File: src/rtl/fea_step_sequencer_pkg.sv
// Shared constants, FSM encoding and index-width helper for the FEA step sequencer.
package fea_pkg;

  localparam int unsigned DATA_W_DEF    = 16;
  localparam int unsigned STEP_W_DEF    = 16;
  localparam int unsigned NUM_NODES_DEF = 8;

  typedef enum logic [2:0] {
    ST_IDLE  = 3'd0,
    ST_ISSUE = 3'd1,
    ST_WAIT  = 3'd2,
    ST_SWAP  = 3'd3,
    ST_FIN   = 3'd4
  } fea_state_t;

  // Node index width; never narrower than one bit.
  function automatic int unsigned node_idx_w(input int unsigned n);
    return (n <= 2) ? 1 : $clog2(n);
  endfunction

  localparam int unsigned NODE_IDX_W = node_idx_w(NUM_NODES_DEF);

endpackage

File: src/rtl/fea_step_sequencer_if.sv
// Operand/result bus between the sequencer and the shared node compute unit.
interface fea_step_sequencer_if #(
  parameter int unsigned DATA_W = fea_pkg::DATA_W_DEF
);

  logic              op_valid;
  logic [DATA_W-1:0] op_val;
  logic [DATA_W-1:0] op_pos;
  logic [DATA_W-1:0] op_in1;
  logic [DATA_W-1:0] op_posx1;
  logic [DATA_W-1:0] op_in2;
  logic [DATA_W-1:0] op_posx2;
  logic [DATA_W-1:0] op_kval;
  logic [DATA_W-1:0] op_dt;
  logic              res_valid;
  logic [DATA_W-1:0] res_val;
  logic [DATA_W-1:0] res_pos;

  modport master (
    output op_valid, op_val, op_pos, op_in1, op_posx1, op_in2, op_posx2, op_kval, op_dt,
    input  res_valid, res_val, res_pos
  );

  modport slave (
    input  op_valid, op_val, op_pos, op_in1, op_posx1, op_in2, op_posx2, op_kval, op_dt,
    output res_valid, res_val, res_pos
  );

endinterface

File: src/rtl/fea_step_sequencer_node_bank.sv
// Double-buffered node state: current bank is read/configured, shadow bank
// collects the next step's results; swap copies boundaries and flips banks.
module fea_node_bank #(
  parameter  int unsigned NUM_NODES = 8,
  parameter  int unsigned DATA_W    = 16,
  localparam int unsigned IDX_W     = $clog2(NUM_NODES)
) (
  input  logic              clk,
  input  logic              rst_n,
  input  logic [IDX_W-1:0]  rd_idx,
  input  logic              rd_ahead,
  output logic [DATA_W-1:0] lft_val,
  output logic [DATA_W-1:0] lft_pos,
  output logic [DATA_W-1:0] mid_val,
  output logic [DATA_W-1:0] mid_pos,
  output logic [DATA_W-1:0] rgt_val,
  output logic [DATA_W-1:0] rgt_pos,
  input  logic              wr_en,
  input  logic [IDX_W-1:0]  wr_idx,
  input  logic [DATA_W-1:0] wr_val,
  input  logic [DATA_W-1:0] wr_pos,
  input  logic              swap,
  input  logic              cfg_we,
  input  logic [IDX_W-1:0]  cfg_addr,
  input  logic [DATA_W-1:0] cfg_val,
  input  logic [DATA_W-1:0] cfg_pos,
  output logic [DATA_W-1:0] rd_val,
  output logic [DATA_W-1:0] rd_pos
);

  logic              sel;
  logic [DATA_W-1:0] val_q [2][NUM_NODES];
  logic [DATA_W-1:0] pos_q [2][NUM_NODES];
  logic [IDX_W-1:0]  nb_addr_c [3];
  logic [DATA_W-1:0] nb_val_c  [3];
  logic [DATA_W-1:0] nb_pos_c  [3];
  logic              cfg_in_range_c;

  assign cfg_in_range_c = (32'(cfg_addr) < NUM_NODES);

  // Neighbour read addresses around the node about to be issued.
  always_comb begin
    nb_addr_c[0] = rd_idx - IDX_W'(1);
    nb_addr_c[1] = rd_idx;
    nb_addr_c[2] = rd_idx + IDX_W'(1);
  end

  // Neighbour reads; with rd_ahead, interior nodes come from the bank that
  // becomes current at this edge (boundaries are identical in both after swap).
  always_comb begin
    for (int k = 0; k < 3; k++) begin
      nb_val_c[k] = '0;
      nb_pos_c[k] = '0;
      if (32'(nb_addr_c[k]) < NUM_NODES) begin
        if (rd_ahead && (nb_addr_c[k] != '0) && (32'(nb_addr_c[k]) != NUM_NODES - 1)) begin
          nb_val_c[k] = val_q[~sel][nb_addr_c[k]];
          nb_pos_c[k] = pos_q[~sel][nb_addr_c[k]];
        end else begin
          nb_val_c[k] = val_q[sel][nb_addr_c[k]];
          nb_pos_c[k] = pos_q[sel][nb_addr_c[k]];
        end
      end
    end
  end

  assign lft_val = nb_val_c[0];
  assign lft_pos = nb_pos_c[0];
  assign mid_val = nb_val_c[1];
  assign mid_pos = nb_pos_c[1];
  assign rgt_val = nb_val_c[2];
  assign rgt_pos = nb_pos_c[2];

  // Host read port on the current bank; out-of-range addresses read zero.
  assign rd_val = cfg_in_range_c ? val_q[sel][cfg_addr] : '0;
  assign rd_pos = cfg_in_range_c ? pos_q[sel][cfg_addr] : '0;

  // Bank storage: config writes to current, results to shadow, swap flips.
  always_ff @(posedge clk or negedge rst_n) begin
    if (!rst_n) begin
      sel <= 1'b0;
      for (int b = 0; b < 2; b++) begin
        for (int i = 0; i < NUM_NODES; i++) begin
          val_q[b][i] <= '0;
          pos_q[b][i] <= '0;
        end
      end
    end else begin
      if (cfg_we && cfg_in_range_c) begin
        val_q[sel][cfg_addr] <= cfg_val;
        pos_q[sel][cfg_addr] <= cfg_pos;
      end
      if (wr_en) begin
        val_q[~sel][wr_idx] <= wr_val;
        pos_q[~sel][wr_idx] <= wr_pos;
      end
      if (swap) begin
        val_q[~sel][0]           <= val_q[sel][0];
        pos_q[~sel][0]           <= pos_q[sel][0];
        val_q[~sel][NUM_NODES-1] <= val_q[sel][NUM_NODES-1];
        pos_q[~sel][NUM_NODES-1] <= pos_q[sel][NUM_NODES-1];
        sel                      <= ~sel;
      end
    end
  end

endmodule

File: src/rtl/fea_step_sequencer.sv
// Time-step controller: sweeps the shared node unit over all interior nodes
// (Jacobi style, double-buffered) num_steps times, then pulses done.
module fea_step_sequencer
  import fea_pkg::*;
#(
  parameter  int unsigned NUM_NODES = NUM_NODES_DEF,
  parameter  int unsigned DATA_W    = DATA_W_DEF,
  parameter  int unsigned STEP_W    = STEP_W_DEF,
  localparam int unsigned IDX_W     = node_idx_w(NUM_NODES)
) (
  input  logic                 clk,
  input  logic                 rst_n,
  input  logic                 start,
  input  logic [STEP_W-1:0]    num_steps,
  input  logic [DATA_W-1:0]    kval,
  input  logic [DATA_W-1:0]    dt,
  output logic                 busy,
  output logic                 done,
  input  logic                 cfg_we,
  input  logic [IDX_W-1:0]     cfg_addr,
  input  logic [DATA_W-1:0]    cfg_val,
  input  logic [DATA_W-1:0]    cfg_pos,
  output logic [DATA_W-1:0]    rd_val,
  output logic [DATA_W-1:0]    rd_pos,
  fea_step_sequencer_if.master nu
);

  localparam int unsigned LAST_INT = NUM_NODES - 2;

  fea_state_t        state;
  logic [IDX_W-1:0]  idx;
  logic [STEP_W-1:0] steps_left;

  logic              issue_c;
  logic [IDX_W-1:0]  issue_idx_c;
  logic              swap_c;
  logic              res_wr_c;
  logic              cfg_we_c;
  logic              last_node_c;
  logic [DATA_W-1:0] l_val_c, l_pos_c, m_val_c, m_pos_c, r_val_c, r_pos_c;

  assign last_node_c = (32'(idx) >= LAST_INT);
  assign swap_c      = (state == ST_SWAP);
  assign res_wr_c    = (state == ST_WAIT) && nu.res_valid;
  assign cfg_we_c    = cfg_we && !busy;

  // Decide whether the next state is ISSUE, and for which node.
  always_comb begin
    issue_c     = 1'b0;
    issue_idx_c = idx;
    case (state)
      ST_IDLE: begin
        if (start && (num_steps != '0)) begin
          issue_c     = 1'b1;
          issue_idx_c = IDX_W'(1);
        end
      end
      ST_WAIT: begin
        if (nu.res_valid && !last_node_c) begin
          issue_c     = 1'b1;
          issue_idx_c = idx + IDX_W'(1);
        end
      end
      ST_SWAP: begin
        if (steps_left != STEP_W'(1)) begin
          issue_c     = 1'b1;
          issue_idx_c = IDX_W'(1);
        end
      end
      default: ;
    endcase
  end

  fea_node_bank #(
    .NUM_NODES (NUM_NODES),
    .DATA_W    (DATA_W)
  ) u_bank (
    .clk      (clk),
    .rst_n    (rst_n),
    .rd_idx   (issue_idx_c),
    .rd_ahead (swap_c),
    .lft_val  (l_val_c),
    .lft_pos  (l_pos_c),
    .mid_val  (m_val_c),
    .mid_pos  (m_pos_c),
    .rgt_val  (r_val_c),
    .rgt_pos  (r_pos_c),
    .wr_en    (res_wr_c),
    .wr_idx   (idx),
    .wr_val   (nu.res_val),
    .wr_pos   (nu.res_pos),
    .swap     (swap_c),
    .cfg_we   (cfg_we_c),
    .cfg_addr (cfg_addr),
    .cfg_val  (cfg_val),
    .cfg_pos  (cfg_pos),
    .rd_val   (rd_val),
    .rd_pos   (rd_pos)
  );

  // Sequencer FSM, step/node counters and registered operand outputs.
  always_ff @(posedge clk or negedge rst_n) begin
    if (!rst_n) begin
      state       <= ST_IDLE;
      idx         <= '0;
      steps_left  <= '0;
      busy        <= 1'b0;
      done        <= 1'b0;
      nu.op_valid <= 1'b0;
      nu.op_val   <= '0;
      nu.op_pos   <= '0;
      nu.op_in1   <= '0;
      nu.op_posx1 <= '0;
      nu.op_in2   <= '0;
      nu.op_posx2 <= '0;
      nu.op_kval  <= '0;
      nu.op_dt    <= '0;
    end else begin
      nu.op_valid <= issue_c;
      done        <= 1'b0;
      if (issue_c) begin
        idx         <= issue_idx_c;
        nu.op_val   <= m_val_c;
        nu.op_pos   <= m_pos_c;
        nu.op_in1   <= l_val_c;
        nu.op_posx1 <= l_pos_c;
        nu.op_in2   <= r_val_c;
        nu.op_posx2 <= r_pos_c;
      end
      case (state)
        ST_IDLE: begin
          if (start) begin
            if (num_steps != '0) begin
              steps_left <= num_steps;
              nu.op_kval <= kval;
              nu.op_dt   <= dt;
              busy       <= 1'b1;
              state      <= ST_ISSUE;
            end else begin
              done  <= 1'b1;
              state <= ST_FIN;
            end
          end
        end
        ST_ISSUE: state <= ST_WAIT;
        ST_WAIT: begin
          if (nu.res_valid) begin
            state <= last_node_c ? ST_SWAP : ST_ISSUE;
          end
        end
        ST_SWAP: begin
          steps_left <= steps_left - STEP_W'(1);
          if (steps_left == STEP_W'(1)) begin
            busy  <= 1'b0;
            done  <= 1'b1;
            state <= ST_FIN;
          end else begin
            state <= ST_ISSUE;
          end
        end
        ST_FIN:  state <= ST_IDLE;
        default: state <= ST_IDLE;
      endcase
    end
  end

endmodule

File: src/flat_wrapper.sv
// flat-port wrapper written by rule: the top's interface ports become plain ports
module fea_step_sequencer_flat import fea_pkg::*;
#(
  parameter  int unsigned NUM_NODES = NUM_NODES_DEF,
  parameter  int unsigned DATA_W    = DATA_W_DEF,
  parameter  int unsigned STEP_W    = STEP_W_DEF,
  localparam int unsigned IDX_W     = node_idx_w(NUM_NODES)
)
  (clk, rst_n, start, num_steps, kval, dt, busy, done, cfg_we, cfg_addr, cfg_val, cfg_pos, rd_val, rd_pos, nu_op_valid, nu_op_val, nu_op_pos, nu_op_in1, nu_op_posx1, nu_op_in2, nu_op_posx2, nu_op_kval, nu_op_dt, nu_res_valid, nu_res_val, nu_res_pos);
  fea_step_sequencer_if #(.DATA_W(DATA_W)) nu_i ();
  input  logic clk;
  input  logic rst_n;
  input  logic start;
  input  logic [STEP_W-1:0] num_steps;
  input  logic [DATA_W-1:0] kval;
  input  logic [DATA_W-1:0] dt;
  output logic busy;
  output logic done;
  input  logic cfg_we;
  input  logic [IDX_W-1:0] cfg_addr;
  input  logic [DATA_W-1:0] cfg_val;
  input  logic [DATA_W-1:0] cfg_pos;
  output logic [DATA_W-1:0] rd_val;
  output logic [DATA_W-1:0] rd_pos;
  output wire logic [$bits(nu_i.op_valid)-1:0] nu_op_valid;
  output wire logic [$bits(nu_i.op_val)-1:0] nu_op_val;
  output wire logic [$bits(nu_i.op_pos)-1:0] nu_op_pos;
  output wire logic [$bits(nu_i.op_in1)-1:0] nu_op_in1;
  output wire logic [$bits(nu_i.op_posx1)-1:0] nu_op_posx1;
  output wire logic [$bits(nu_i.op_in2)-1:0] nu_op_in2;
  output wire logic [$bits(nu_i.op_posx2)-1:0] nu_op_posx2;
  output wire logic [$bits(nu_i.op_kval)-1:0] nu_op_kval;
  output wire logic [$bits(nu_i.op_dt)-1:0] nu_op_dt;
  input wire logic [$bits(nu_i.res_valid)-1:0] nu_res_valid;
  input wire logic [$bits(nu_i.res_val)-1:0] nu_res_val;
  input wire logic [$bits(nu_i.res_pos)-1:0] nu_res_pos;
  assign nu_op_valid = nu_i.op_valid;
  assign nu_op_val = nu_i.op_val;
  assign nu_op_pos = nu_i.op_pos;
  assign nu_op_in1 = nu_i.op_in1;
  assign nu_op_posx1 = nu_i.op_posx1;
  assign nu_op_in2 = nu_i.op_in2;
  assign nu_op_posx2 = nu_i.op_posx2;
  assign nu_op_kval = nu_i.op_kval;
  assign nu_op_dt = nu_i.op_dt;
  assign nu_i.res_valid = nu_res_valid;
  assign nu_i.res_val = nu_res_val;
  assign nu_i.res_pos = nu_res_pos;
  fea_step_sequencer #(.NUM_NODES(NUM_NODES), .DATA_W(DATA_W), .STEP_W(STEP_W)) u_core (.clk(clk), .rst_n(rst_n), .start(start), .num_steps(num_steps), .kval(kval), .dt(dt), .busy(busy), .done(done), .cfg_we(cfg_we), .cfg_addr(cfg_addr), .cfg_val(cfg_val), .cfg_pos(cfg_pos), .rd_val(rd_val), .rd_pos(rd_pos), .nu(nu_i));
endmodule
File: config.mk
export PLATFORM = sky130hd
export DESIGN_NAME = fea_step_sequencer_flat
export DESIGN_NICKNAME = d
export VERILOG_FILES = /design/src/rtl/fea_step_sequencer_pkg.sv /design/src/rtl/fea_step_sequencer_if.sv /design/src/rtl/fea_step_sequencer_node_bank.sv /design/src/rtl/fea_step_sequencer.sv /design/src/flat_wrapper.sv
export SDC_FILE = /design/constraint.sdc
export NUM_CORES = 2
export LEC_CHECK = 0
export BUFFER_PORTS_ARGS = -buffer_cell sky130_fd_sc_hd__buf_2
export CELL_PAD_IN_SITES_DETAIL_PLACEMENT = 0
export CELL_PAD_IN_SITES_GLOBAL_PLACEMENT = 1
export CORE_ASPECT_RATIO = 1.4
export CORE_MARGIN = 4
export CORE_UTILIZATION = 35
export CTS_BUF_LIST = sky130_fd_sc_hd__clkbuf_2 sky130_fd_sc_hd__clkbuf_4 sky130_fd_sc_hd__clkbuf_8
export DETAILED_ROUTE_END_ITERATION = 7
export PLACE_DENSITY = 0.65
export SLEW_MARGIN = 20
export SYNTH_ARGS = -nofsm -noshare
export SYNTH_HDL_FRONTEND = slang
export SYNTH_HIERARCHICAL = 1
export SYNTH_SLANG_ARGS = --single-unit
export TNS_END_PERCENT = 30
File: constraint.sdc
create_clock -name clk -period 9.97 [get_ports clk]
set_input_delay 0.4985 -clock clk [delete_from_list [all_inputs] [get_ports clk]]
set_output_delay 0.4985 -clock clk [all_outputs]
set_load 0.01 [all_outputs]
# Yosys cells after proc, flatten, opt, wreduce, memory -nomap -nowiden
# Index checks and enable logic that the tools add are counted.
# W data, S select, Z words.
word_totals:
  reg_bits: 666
  output_inout_bits: 163
  wordCells: 220
classes:
  n_lt_le_gt_ge: 12
  n_addsub: 4
  bitwise: 8
  n_eq_ne: 12
  reduce_logical: 26
  n_mux: 111
ops:
  columns: ["op", "n"]
  rows:
  - ["$bwmux W256", 8]
  - ["$mux W128", 15]
  - ["$mux W256", 6]
  - ["$bmux W16 S3", 14]
  - ["$mux W16", 39]
  - ["$demux W128 S1", 4]
  - ["$demux W16 S3", 2]
  - ["$pmux W16 S2", 1]
  - ["$mux W3", 7]
  - ["$ge A4 B4 Y1 const B", 5]
  - ["$not A3 Y4", 5]
  - ["$eq A16 B1 Y1 const B", 1]
  - ["$ne A16 B1 Y1 const B", 1]
  - ["$reduce_bool A16 Y1", 1]
  - ["$sub A16 B1 Y16 const B", 1]
  - ["$logic_and A1 B1 Y1", 14]
  - ["$pmux W3 S4", 1]
  - ["$mux W1", 9]
  - ["$ne A3 B3 Y1 const B", 3]
  - ["$pmux W3 S3", 1]
  - ["$reduce_bool A3 Y1", 3]
  - ["$lt A4 B1 Y1 const B", 2]
  - ["$add A3 B1 Y3 const B", 2]
  - ["$eq A3 B2 Y1 const B", 2]
  - ["18 further kinds", 26]

# Logic depth before layout (Yosys ltp)
logic_depth:
  word_depth: 14
  ltp_mapped: 23
  depth_no_buf: 15

# Hierarchy
# Netlist, hierarchy kept.
modules_own_cells:
  columns: ["module", "cells_per_inst", "instances", "area_each_um2"]
  rows:
  - ["fea_node_bank", 4740, 1, 46853.7]
  - ["fea_step_sequencer", 505, 1, 6399.9]

# Least setup slack after synthesis
# Ideal clock, no wire load.
synth_path:
  path_type: "in2reg"
  start: "input num_steps[3]"
  end: "register u_core.nu.op_in1[11]"
  path_stages: 22
  setup_slack_ps: 5033
  arrival_time_ps: 4812
  cell_sequence: "nor4_1 -> nand4_1 -> nand2b_1 -> clkbuf_1 -> buf_1 -> nand3_1 -> buf_6 -> buf_12 -> buf_12 -> buf_4 -> inv_1 -> clkbuf_1 -> ha_1 -> ha_1 -> nor2b_1 -> buf_2 -> xnor2_4 -> buf_2 -> mux2_2 -> o221ai_1 -> a21oi_1 -> mux2_2"
synth_between:
  elab_chain_cells: 10
  word_cells_on_any_way: 19
  cone_classes: "add/sub (1); eq/ne (1); mux (11); bitwise (1); reduce/logical (5)"
synth_rtl:
  columns: ["item", "line", "rtl"]
  rows:
  - ["from (decl)", "flat_wrapper.sv:14", "input logic [STEP_W-1:0] num_steps;"]
  - ["$reduce_bool A16 Y1 (*)", "fea_step_sequencer.sv:53", "if (start && (num_steps != '0)) begin"]
  - ["$logic_and A1 B1 Y1 (*)", "fea_step_sequencer.sv:53", null]
  - ["$mux W3 (*)", "fea_step_sequencer.sv:53", null]
  - ["$pmux W3 S3 (*)", "fea_step_sequencer.sv:51", "case (state)"]
  - ["via u_core.issue_idx_c[0]", "fea_step_sequencer.sv:35", "logic [IDX_W-1:0] issue_idx_c;"]
  - ["$sub A3 B1 Y3 (*)", "fea_step_sequencer_node_bank.sv:43", "nb_addr_c[0] = rd_idx - IDX_W'(1);"]
  - ["$not A3 Y4", "fea_step_sequencer_node_bank.sv:56, fea_step_sequencer_node_bank.sv:59", null]
  - ["$bmux W16 S3 (on tied branches)", "fea_step_sequencer_node_bank.sv:59, fea_step_sequencer_node_bank.sv:56", null]
  - ["$mux W16 (on tied branches) (2 in series)", "fea_step_sequencer_node_bank.sv:59, fea_step_sequencer_node_bank.sv:56", null]
  - ["$mux W16 (*)", "fea_step_sequencer_node_bank.sv:55", "if (rd_ahead && (nb_addr_c[k] != '0) && (32'(nb_addr_c[k]) != NUM_NODES - 1)) begin"]
  - ["via u_core.l_val_c[11]", "fea_step_sequencer.sv:40", "logic [DATA_W-1:0] l_val_c, l_pos_c, m_val_c, m_pos_c, r_val_c, r_pos_c;"]
  - ["to (signal assigned)", "fea_step_sequencer.sv:125", "nu.op_in1 <= l_val_c;"]
  - ["to (decl)", "fea_step_sequencer_if.sv:20", "output op_valid, op_val, op_pos, op_in1, op_posx1, op_in2, op_posx2, op_kval, op_dt,"]
# Mark *: on every way through the listed nets, which the timed path passes. The rest lies on a longest branch. The select of a mux whose other input is x is not followed.
# A chain may end at the register's enable or synchronous reset.

# Final worst setup path
layout_path:
  start: "register u_core.state[1]"
  end: "register u_core.nu.op_posx1[2]"
layout_between:
  elab_chain_cells: 8
  word_cells_on_any_way: 18
  cone_classes: "add/sub (1); eq/ne (3); mux (9); bitwise (1); reduce/logical (4)"
layout_rtl:
  columns: ["item", "line", "rtl"]
  rows:
  - ["from (decl)", "fea_step_sequencer.sv:30", "fea_state_t state;"]
  - ["from (signal assigned)", "fea_step_sequencer.sv:148", "state <= last_node_c ? ST_SWAP : ST_ISSUE;"]
  - ["$eq A3 B2 Y1 / $logic_not A3 Y1 (equally long branches)", "fea_step_sequencer.sv:51", null]
  - ["$pmux W3 S3 (*)", "fea_step_sequencer.sv:51", null]
  - ["via u_core.issue_idx_c[1]", "fea_step_sequencer.sv:35", null]
  - ["$sub A3 B1 Y3 (*)", "fea_step_sequencer_node_bank.sv:43", null]
  - ["$not A3 Y4", "fea_step_sequencer_node_bank.sv:57, fea_step_sequencer_node_bank.sv:60", null]
  - ["$bmux W16 S3 (on tied branches)", "fea_step_sequencer_node_bank.sv:60, fea_step_sequencer_node_bank.sv:57", null]
  - ["$mux W16 (on tied branches) (2 in series)", "fea_step_sequencer_node_bank.sv:60, fea_step_sequencer_node_bank.sv:57", null]
  - ["$mux W16 (*)", "fea_step_sequencer_node_bank.sv:55", null]
  - ["via u_core.l_pos_c[2]", "fea_step_sequencer.sv:40", null]
  - ["to (signal assigned)", "fea_step_sequencer.sv:126", "nu.op_posx1 <= l_pos_c;"]
  - ["to (decl)", "fea_step_sequencer_if.sv:20", null]
# Marked as above.

==> flow_summary_export.csv <==
group,metric,value,unit
power,vdd_drop_max,0.000443,V
drt,ant_nets,0,
critical_path,path_max_fanout,27,
critical_path,crit_slowest_cell,"clkinv_2",
logic_synthesis,synth_edf_count,0,
drt,wire_per_inst,34.5,um
floorplan,die_area,159000,um^2
critical_path,cp.required,10730,ps
cts,clk_transition_reported_paths,70,ps
cts,cts_buffers,119,
floorplan,start_util,0.352,
place,placed_area,55300,um^2
logic_synthesis,synthArstFlopShare,1.00,
critical_path,crit_top_cell,"inv_2",
drt,num_vias,48317,
logic_synthesis,synth-seq-cells,666,
logic_synthesis,synth_top_area_share,0.313,
finish,final_nets,5391,
finish,final_area,58900,um^2
flow_run,drv_cap,0,
logic_synthesis,syn_area,53300,um^2
global_routing,grt_overflow_total,0,
drt,via_per_inst,6.57,
timing,slew_violations,0,
floorplan,core,151000,um^2
drt,drt_iter0_markers,6093,
timing,setup_tns,0,ps
timing,hold_violations,0,
run_status,status,"finished clean",
global_routing,grt_max_degree,161,
global_routing,grt_pass1_wl,358000,um
drt,drc,0,
logic_synthesis,synthTopCellsByCount,"862 x mux2i_1, 666 x dfrtp_1, 639 x nand2_1",
cts,cts_resized,0,
place,gp_congestion,0.902,
timing,holdWs,81.7,ps
timing,finalCritPeriodShare,0.720,
logic_synthesis,synth_flop_cell,"dfrtp_1",
drt,drt_pass1_iterations,6,
timing,setup_ws,2800,ps
critical_path,path_class,"reg2reg",
critical_path,cp-end-kind,"flip-flop",
critical_path,path_cells,"inv_2, or3_1, inv_2, nand3_1, a31oi_4, clkinv_2, ha_1, ha_2, buf_4, nand2_1, nor2_1, a22oi_1, and3_1, mux2_2",
finish,finish.utilization,0.389,
global_routing,grt_pass1_vias,46456,
power,p_per_area,341,nW/um^2
finish,seqCellArea,16700,um^2
logic_synthesis,post-synth-top-area-cell,"dfrtp_1",
cts,cts.sinks,666,
timing,worst_pin_slew,1260,ps
finish,nFillCells,14978,
power,total_power,20.1,mW
finish,drive_gt1_frac,0.236,
finish,multiInputGateArea,33700,um^2
timing,rsz0062_at_grt,"no",
timing,finalCriticalPeriod,7170,ps
cts,cts_setup_buffers,0,
floorplan,die_h,470,um
logic_synthesis,yosysWarningCount,6,
logic_synthesis,post_synth.cell_area_avg,10.2,um^2
floorplan,ioPinCount,283,
critical_path,slowest_delay,910,ps
min_path,hp-class,"in2reg",
logic_synthesis,synth_most_common_cell,"mux2i_1",
place,port_buffers,282,
place,dp_cells,7024,
cts,cts_root_buffer,"clkbuf_8",
drt,wirelength,254000,um
logic_synthesis,yosys-top-cells-area,"dfrtp_1 31%, mux4_2 17%, mux2i_1 16%",
critical_path,path_delay_family,"simple AND/OR/NAND/NOR gates",
place,dp_hpwl,152000,um
floorplan,placementRows,169,
timing,relSlewSlack,0.163,
timing,finalClockSkew,36.2,ps
cts,cts_tree,"yes",
timing,setup_viol_count_final,0,
critical_path,cp-start-kind,"flip-flop",
place,dp_slack,2970,ps
critical_path,worst_ep_arrival_time,7930,ps
cts,insertion_delay,880,ps
cts,hold_buffers,80,
logic_synthesis,synth_nets,5377,
cts,cts_buffer_depth,3,
logic_synthesis,synth_cell_types,80,
logic_synthesis,synth_cells,5245,
floorplan,die_w,338,um
logic_synthesis,ys_seq_area_frac,0.313,
critical_path,critPathBufInv,4,
cts,ctsHtreeMaxLevel,3,
global_routing,track_usage,0.312,
finish,fin_cells,7350,
timing,max_freq,139,MHz
finish,syn_to_final_growth,10.5,%
power,power.leakage,26.2,nW
global_routing,antenna_found_initial,33,
[kinds of logic (layout without fill, tap and decap cells)]
kind of cell    Yosys count  after routing  synth area share
fa+ha+maj                12             12           0.00282
xor+xnor                  9              9           0.00240
mux                    1431           1431             0.372
compound gates         1166           1166             0.141
other cells               0             26                 0
simple gates           1361           1361             0.107
flops                   666            666             0.313
buf+inv                 600            713            0.0615
[sequential cells by signal, summed over array words and instances (netlist names), 16 cells and up]
signal / cells
u_core/nu.op_val: 16
u_core/steps_left: 16
u_core/u_bank/val_q: 256
u_core/u_bank/pos_q: 256
u_core/nu.op_in1: 16
u_core/nu.op_dt: 16
u_core/nu.op_posx1: 16
u_core/nu.op_pos: 16
u_core/nu.op_kval: 16
u_core/nu.op_posx2: 16
u_core/nu.op_in2: 16
[layout by cell type (no fill, tap or decap), types with 22 or more instances in the layout]
| cell | count |
|---|---|
| o22ai_1 | 141 |
| dlygate4sd3_1 | 80 |
| a21o_1 | 129 |
| clkbuf_8 | 154 |
| buf_4 | 103 |
| nand2_1 | 628 |
| nor4_1 | 23 |
| a32o_1 | 30 |
| nor2_1 | 475 |
| a31oi_1 | 30 |
| dfrtp_1 | 665 |
| nand3_1 | 36 |
| clkinv_2 | 22 |
| o21ai_0 | 204 |
| diode_2 | 26 |
| mux2i_1 | 862 |
| and3_1 | 38 |
| buf_2 | 281 |
| or4_1 | 34 |
| mux2_2 | 125 |
| mux2_4 | 30 |
| a211oi_1 | 72 |
| a21oi_1 | 299 |
| o21ai_1 | 47 |
| a311oi_1 | 106 |
| clkbuf_4 | 37 |
| mux4_2 | 411 |
[report_power, final]
group          leakage (nW)  switching, mW  internal [mW]
logic                  16.0           6.60           5.36
registers              8.72           1.49           3.60
clock network          1.43           1.35           1.65
total                  26.2           9.44           10.6
[path summary, 6_finish.rpt]
path,cells after the start,slack (ps),to,startpoint
worst max-delay path,14,2800,u_core/nu.op_posx1[2],u_core/state[1]
worst min-delay path,3,80,u_core/u_bank/val_q[57],nu_res_val[9]
worst max register to register,14,2800,u_core/nu.op_posx1[2],u_core/state[1]
worst min register to register,2,470,u_core/nu.op_kval[13],u_core/nu.op_kval[13]
max in group asynchronous,4,7420,u_core/u_bank/sel,rst_n
min in group asynchronous,2,270,u_core/u_bank/pos_q[107],rst_n
[worst min-delay path, stage by stage]
cell	delay, ps
buf_2	230
nand2_1	100
o21ai_1	60
[layout make-up]
type                            count  area share
Antenna cell                       26     0.00111
Clock buffer                      191      0.0407
Clock inverter                     29     0.00478
Inverter                           19     0.00134
Multi-Input combinational cell   3979       0.573
Sequential cell                   666       0.283
Tap cell                         1966      0.0418
Timing Repair Buffer              474      0.0538
[layer usage]
layer | routed length [um] | global-route usage | vias to the layer above
met5 | 25 | 0 | -
met4 | 24000 | 0.243 | 4
met3 | 24200 | 0.0695 | 892
met2 | 114000 | 0.475 | 3112
met1 | 92100 | 0.382 | 24462
li1 | - | - | 19847
Note: power is estimated with default switching activity, not from simulation.
